<file path="src/rtl/row_sum3.sv">
// Streaming 3-row vertical adder: buffers two rows, emits col-wise sum of rows r-2, r-1, r.
// Latency 1 cycle from accepted byte to po_flag; no backpressure, one output per input from row 2 on.
module row_sum3 #(
    parameter int COL_MAX      = 50,
    parameter int ROW_MAX      = 50,
    parameter int SUM_W        = 8,
    parameter int IDLE_TIMEOUT = 1000000
) (
    input  logic             sys_clk,
    input  logic             sys_rst,
    input  logic [7:0]       pi_data,
    input  logic             pi_flag,
    output logic [SUM_W-1:0] po_sum,
    output logic             po_flag,
    output logic             frame_done
);

    localparam int CW = (COL_MAX > 1) ? $clog2(COL_MAX) : 1;
    localparam int RW = (ROW_MAX > 1) ? $clog2(ROW_MAX) : 1;
    localparam int IW = $clog2(IDLE_TIMEOUT + 1);

    logic [CW-1:0] col_cnt;
    logic [RW-1:0] row_cnt;
    logic [IW-1:0] idle_cnt;

    logic [7:0] buf_a [COL_MAX];
    logic [7:0] buf_b [COL_MAX];

    logic       col_last;
    logic       row_last;
    logic       row_out;
    logic       mid_frame;
    logic       timeout;
    logic [9:0] sum10;

    assign col_last  = (col_cnt == CW'(COL_MAX - 1));
    assign row_last  = (row_cnt == RW'(ROW_MAX - 1));
    assign row_out   = (row_cnt >= RW'(2));
    assign mid_frame = (col_cnt != '0) || (row_cnt != '0);
    assign timeout   = (idle_cnt == IW'(IDLE_TIMEOUT));
    // Buffers are read here in the same cycle they are rewritten below (read-before-write).
    assign sum10     = 10'(buf_a[col_cnt]) + 10'(buf_b[col_cnt]) + 10'(pi_data);

    always_ff @(posedge sys_clk or posedge sys_rst) begin
        if (sys_rst) begin
            po_sum     <= '0;
            po_flag    <= 1'b0;
            frame_done <= 1'b0;
            col_cnt    <= '0;
            row_cnt    <= '0;
            idle_cnt   <= '0;
        end else begin
            po_flag    <= 1'b0;
            frame_done <= 1'b0;
            if (pi_flag) begin
                idle_cnt <= '0;
                if (col_last) begin
                    col_cnt <= '0;
                    row_cnt <= row_last ? '0 : row_cnt + RW'(1);
                end else begin
                    col_cnt <= col_cnt + CW'(1);
                end
                if (row_out) begin
                    po_sum  <= SUM_W'(sum10);
                    po_flag <= 1'b1;
                end
                frame_done <= col_last && row_last;
            end else if (timeout) begin
                // Stalled mid-frame too long: drop the partial frame and wait for a fresh row 0.
                col_cnt  <= '0;
                row_cnt  <= '0;
                idle_cnt <= '0;
            end else if (mid_frame) begin
                idle_cnt <= idle_cnt + IW'(1);
            end else begin
                idle_cnt <= '0;
            end
        end
    end

    always_ff @(posedge sys_clk) begin
        if (pi_flag) begin
            if (row_cnt == RW'(0)) begin
                buf_a[col_cnt] <= pi_data;
            end else if (row_cnt == RW'(1)) begin
                buf_b[col_cnt] <= pi_data;
            end else begin
                buf_a[col_cnt] <= buf_b[col_cnt];
                buf_b[col_cnt] <= pi_data;
            end
        end
    end

endmodule

</file>
<file path="config.mk">
export PLATFORM = sky130hd
export DESIGN_NAME = row_sum3
export DESIGN_NICKNAME = d
export VERILOG_FILES = /design/src/rtl/row_sum3.sv
export SDC_FILE = /design/constraint.sdc
export NUM_CORES = 1
export LEC_CHECK = 0
export ABC_AREA = 1
export BUFFER_PORTS_ARGS = -buffer_cell sky130_fd_sc_hd__buf_2
export CORE_ASPECT_RATIO = 2
export CORE_UTILIZATION = 25
export CTS_CLUSTER_DIAMETER = 120
export DETAILED_ROUTE_END_ITERATION = 6
export GPL_ROUTABILITY_DRIVEN = 1
export PLACE_DENSITY_LB_ADDON = 0.2
export RECOVER_POWER = 50
export SYNTH_ARGS = -nofsm -noshare
export SYNTH_HDL_FRONTEND = slang
export SYNTH_SLANG_ARGS = --single-unit
</file>
<file path="constraint.sdc">
create_clock -name sys_clk -period 5.5 [get_ports sys_clk]
set_clock_uncertainty 0.15 [all_clocks]
set_input_delay 0.55 -clock sys_clk [delete_from_list [all_inputs] [get_ports sys_clk]]
set_output_delay 0.55 -clock sys_clk [all_outputs]
set_load 0.02 [all_outputs]
</file>
* After elaboration in Yosys (flattened, before gate mapping)
Memories as Yosys holds them, arrays and structs flattened.
Cells that the tools add are included.
** Operators by class
- Shifts and indexed selects :: 0
- Div/mod/pow operators :: 0
- Reduce and logical (&&, ||, !) cells :: 8
- Eq/ne operators :: 5
- Bitwise logic cells :: 2
- Add/sub/neg operators :: 5
- Multiply operators :: 0
- Magnitude comparators :: 1
- Mux-type cells :: 25
** Operators with widths (count)
- 20-bit 2-to-1 mux :: 3
- 6-bit 2-to-1 mux :: 6
- 20-bit by 1-bit adder with 20-bit output, second input constant :: 1
- 20-bit == test, second input constant :: 1
- 8-bit adder :: 2
- 8-bit 2-to-1 mux :: 2
- 1-bit 2-to-1 mux :: 14
- 6-bit by 1-bit adder with 6-bit output, second input constant :: 2
- 6-bit == test, second input constant :: 2
- 6-bit nonzero test :: 2
- 6-bit by 1-bit == test with 1-bit output, second input constant :: 1
- 6-bit by 2-bit greater-or-equal comparator with 1-bit output, second input constant :: 1
- 6-bit zero test :: 1
- 2-bit AND reduction :: 2
- 2-bit by 1-bit != test with 1-bit output, second input constant :: 1
- 1-bit bitwise OR :: 2
- 2-bit nonzero test :: 1
- 1-bit logical AND :: 1
- 1-bit logical OR :: 1
** Storage, ports and cells
- Bits in read-only memories :: 0
- Input port bits :: 11
- Logic and storage cells :: 54
- Memories kept :: 2
- Register bits after elaboration :: 42
- Bits in latches :: 0
- Bits in writable memories :: 800
** Memories
- buf_a :: words 50, bits a word 8, read ports 1, clocked after Yosys merged registers in 0, wr ports 1, line 26 : logic [7:0] buf_a [COL_MAX];
- buf_b :: words 50, bits a word 8, read ports 1, clocked after Yosys merged registers in 0, wr ports 1, line 27 : logic [7:0] buf_b [COL_MAX];

* Depth between registers and ports, before layout
- Depth after elaboration :: 6
- Gate-level depth with buffers :: 29
- Depth with buffers taken out :: 27

* Worst setup path after synthesis
OpenSTA, ideal clock, no wires.
- Kind :: register to register
- Start :: register col_cnt[1]
- End :: register po_sum[7]
- Period minus slack after synthesis :: 3849 ps
- Library setup time :: 117 ps
- Data arrival time :: 3581 ps
- Path slack :: 1651 ps
- Stages on the path, launching flop included :: 25
- Required time :: 5233 ps
- Cells stage by stage :: dfrtp_1 buf_4 nor2_4 nand2_2 inv_2 buf_6 buf_2 buf_2 nand2_1 a41oi_1 nor2_1 nand2_1 fa_1 ha_1 fa_1 a21oi_1 o21bai_1 nand2_1 nand2_1 a21oi_1 nand3_1 nand2_1 nand2_1 nand3_1 nand2_1
** On the way
- Longest elaborated chain between the ends :: 3
- Elaborated cells between the ends (all ways) :: 4
- Classes of those cells :: add/sub: 2; memory: 2
** Ends and longest elaborated chain
- from (decl) :: line 22 : logic [CW-1:0] col_cnt;
- from (signal assigned) :: line 61 : col_cnt <= col_cnt + CW'(1);
- memory 50 x 8 bit, on equally long branches
- 8-bit adder (*) (2 in a row) :: line 42 : assign sum10 = 10'(buf_a[col_cnt]) + 10'(buf_b[col_cnt]) + 10'(pi_data);
- to (signal assigned) :: line 64 : po_sum <= SUM_W'(sum10);
- to (decl) :: line 13 : output logic [SUM_W-1:0] po_sum,
Mark *: on every way between the ends. The rest lies on a longest branch, timed or not.
A chain may end at the register's enable or synchronous reset.

* Worst setup path after layout
- Start :: register col_cnt[4]
- End :: register po_sum[7]
The elaborated chain is that of the path after synthesis.

==> summary.md <==
| Metric | Value |
|---|---|
| DR WL/cell | 26.5 um |
| Die extent in y | 519 um |
| Unrepaired setup endpoints after global routing | false |
| Crit end category | register |
| Share of layout cells above drive strength 1 | 0.118 |
| Post-synth ARST share | 0.0499 |
| Critical Path Fanout Max | 17 |
| Synth Area in XOR/XNOR | 0.00551 |
| Worst skew pair latency | 0.65 ns |
| Hold wc startpoint | pi_flag |
| Setup_tns | 0 ns |
| Routed wire length | 121000 um |
| Largest family of logic cells by synthesized area | simple AND/OR/NAND/NOR gates |
| Grt ovf | 0 |
| Initial antenna violation count | 1 |
| Gr usage total | 0.180 |
| Largest net degree at the start of global routing | 52 |
| Vias/cell | 4.68 |
| Fmax | 0.188 GHz |
| Hold depth | 3 |
| First-pass DRT Iterations | 5 |
| Critical path arrival | 5.71 ns |
| Post-layout util | 0.298 |
| Status | complete, but fails checks |
| Kind of critical path | reg -> reg |
| Clock root cell | clkbuf_16 |
| Max_cap viols | 12 |
| WL met1 | 38300 um |
| Total core area | 0.132 mm2 |
| Sequential element share of the synthesized area | 0.751 |
| Cell variety after synth | 47 |
| Nets | 2820 |
| Ys Warns | 0 |
| Die Width | 260 um |
| CTS tree | done |
| Leakage power | 13.6 nW |
| Area grow syn2layout | 18.2% |
| Setup crit start kind | register |
| Die ar. | 0.135 mm2 |
| Failing checks | capacitance limit, slew limit |
| Main synth FF type | edfxtp_1 |
| Antenna-violating nets left | 0 |
| Worst endpoint required time | 5.88 ns |
| H-tree depth | 3 |
| Max-slew headroom | -0.978 |
| Synthesized cell area | 0.0334 mm2 |
| # port buffers | 20 |
| Top Metal Used | met4 |
| Cell taking the most area after synthesis | edfxtp_1 |
| Fin. max-slew vios | 496 |
| WL met2 | 69900 um |
| Compound-Gate Fraction of Synth Area | 0.0612 |
| Synthesis-stage register bit count | 842 |
| Ports | 21 |
| Yosys top cell area share | 0.720 |
| Multiplexer area fraction after synthesis | 0 |
| Setup Buffers After CTS | 0 |
| Period Utilization, post-route | 0.968 |
| Pwr Density | 460 mW/mm2 |
| Simple-Gate Fraction of Synth Area | 0.137 |
| Sink Count | 842 |
| Worst Tran Pin Value | 2.97 ns |
| CP Launch Point | col_cnt[4]$_DFFE_PP0P_ |
| Met3 wire len | 3560 um |
| Row cnt | 189 |
| Maximum vdd drop | 0.000476 V |
| Setup Viol. Count Final | 0 |
| Fillcell total | 13400 |
| CTS Buffer Depth | 3 |
| FF-to-FF path depth | 19 |
| Final Hold Viols | 0 |
| EDFF count, synth | 800 |
| Synth top area cells | edfxtp_1 (72%), nand2_1 (7.7%), dfrtp_1 (3.1%), inv_1 (1.7%), nor3_1 (1.6%) |
| RR Startpoint | col_cnt[4]$_DFFE_PP0P_ |
| Num CTS Buffers | 72 |
| First-pass GRT wire length | 171000 um |
| DR DRC count | 0 |
| Average cell area after synthesis | 13.0 um2 |
| Initial Utilization | 0.252 |
| Synth Area in Adders | 0.0104 |
| Worst Hold Class | in -> reg |
| Vias in the first global route | 22600 |
| Initial DRC count | 1624 |
| Syn Nets | 2598 |
| Post-synthesis cell count | 2564 |
| Gpl congestion | 0.909 |
| DP HPWL | 86400 um |
| Vias | 21400 |
| CTS clk-pin slew, worst paths | 0.07 ns |
| Post-layout min period | 5.32 ns |
-- metal layers --
metal / vias to the layer above / global-route usage
met5: - / 0
met4: 0 / 0.126
met3: 225 / 0.0210
met2: 540 / 0.358
met1: 11000 / 0.164
li1: 9635 / -
-- final timing paths --
check / end / slack, ns
setup reg to reg: po_sum[7]$_DFFE_PP0P_ / 0.18
setup / recovery: po_sum[7]$_DFFE_PP0P_ / 0.18
hold reg to reg: idle_cnt[0]$_DFF_PP0_ / 0.34
hold / removal: col_cnt[3]$_DFFE_PP0P_ / 0.11
min in group asynchronous: idle_cnt[5]$_DFF_PP0_ / 0.84
max in group asynchronous: col_cnt[0]$_DFFE_PP0P_ / 3.14
-- cells by family (layout without fill, tap and decap cells) --
| logic type | count (synthesis) | count (layout) |
|---|---|---|
| xor+xnor | 21 | 21 |
| fa+ha+maj | 23 | 23 |
| buf+inv | 281 | 559 |
| simple gates | 1094 | 1094 |
| other cells | 0 | 1 |
| flops | 842 | 842 |
| compound gates | 303 | 303 |
-- state kept, by name (all words and copies together) (netlist names) --
signal	count
buf_b	400
po_sum	8
buf_a	400
col_cnt	6
idle_cnt	20
frame_done	1
row_cnt	6
po_flag	1
-- worst max-delay path, cell delays in order, from the launching register on --
cell and delay (ns):
dfrtp_1 0.44, nor2_1 0.11, inv_1 0.11, nor2_1 0.05, clkbuf_1 0.26, clkbuf_1 0.52, clkinv_1 0.12, clkbuf_1 0.97
a21oi_1 0.10, nor3_1 0.49, nand2_1 0.14, fa_1 0.53, inv_1 0.04, ha_1 0.31, a21oi_1 0.38, nand3_1 0.16
nand2_1 0.12, nand2_1 0.06, nand3_1 0.08, nand2_1 0.05
-- area by class of cell --
| cell class | instances | area [um2] | share of cell area |
|---|---|---|---|
| diodes | 1 | 2.50 | 0.0000634 |
| clock buffers | 88 | 1950 | 0.0493 |
| clock inverters | 42 | 484 | 0.0123 |
| inverters | 159 | 597 | 0.0151 |
| multi-input cells | 1441 | 7230 | 0.183 |
| flip-flops and latches | 842 | 25100 | 0.635 |
| well taps | 1719 | 2150 | 0.0545 |
| repair buffers | 270 | 1990 | 0.0503 |
-- cells in the mapped netlist (all sizes together), types with 2 or more instances --
library cell  number
nor2             152
fa                 8
a22o              14
nor4               5
o2111ai            7
a221oi            37
nand3             66
nor3             109
ha                15
o2111a             2
xnor2              7
o211ai             6
a31oi              3
buf               78
a211oi             4
dfrtp             42
nand4             63
a22oi             69
or2                4
nand3b             3
o31ai              5
clkinv             3
o21ai             75
xor2              14
nand2            692
clkbuf            44
inv              156
a21oi             29
o22ai             44
edfxtp           800
o2bb2ai            2
-- cells in the final DEF (no fill, tap or decap), types with 8 or more instances in the layout --
cell	n
nor2_1	142
inv_1	152
buf_4	174
nand3_1	66
fa_1	8
nand2_1	684
a221oi_1	37
xor2_1	14
clkbuf_16	76
nor3_1	104
dfrtp_1	41
nand2_2	8
ha_1	15
a22o_1	14
o22ai_1	44
nor2_4	9
edfxtp_1	800
o21ai_0	73
clkbuf_1	85
buf_12	19
clkinv_1	17
a21oi_1	29
bufinv_16	10
a22oi_1	69
nand4_1	62
-- through the flow --
step	worst slack, ns	hold WS [ns]	power (mW)	area [um2]	instances
6_report	0.177	0.114	18.2	39500	4562
5_1_grt	0.0713	0.101	18.7	39500	4562
4_1_cts	0.0243	0.0945	18.3	39700	4561
3_5_place_dp	0.0532	0.319	12.9	37300	4430
3_3_place_gp	0.0216	0.322	12.9	37300	4428
2_1_floorplan	1.65	0.305	9.62	33400	2564
-- power by group --
group / internal [mW] / switching (mW) / total (mW)
clock: 3.01 / 2.41 / 5.42
sequential: 7.15 / 0.0810 / 7.23
combinational: 1.68 / 3.85 / 5.52
-- timing repair --
action                     CTS  global route
hold buffers                 1             0
setup endpoints to repair    0             1
hold endpoints to repair    41             0
resized for setup            0             2
Power figures use the tool's default switching activity.
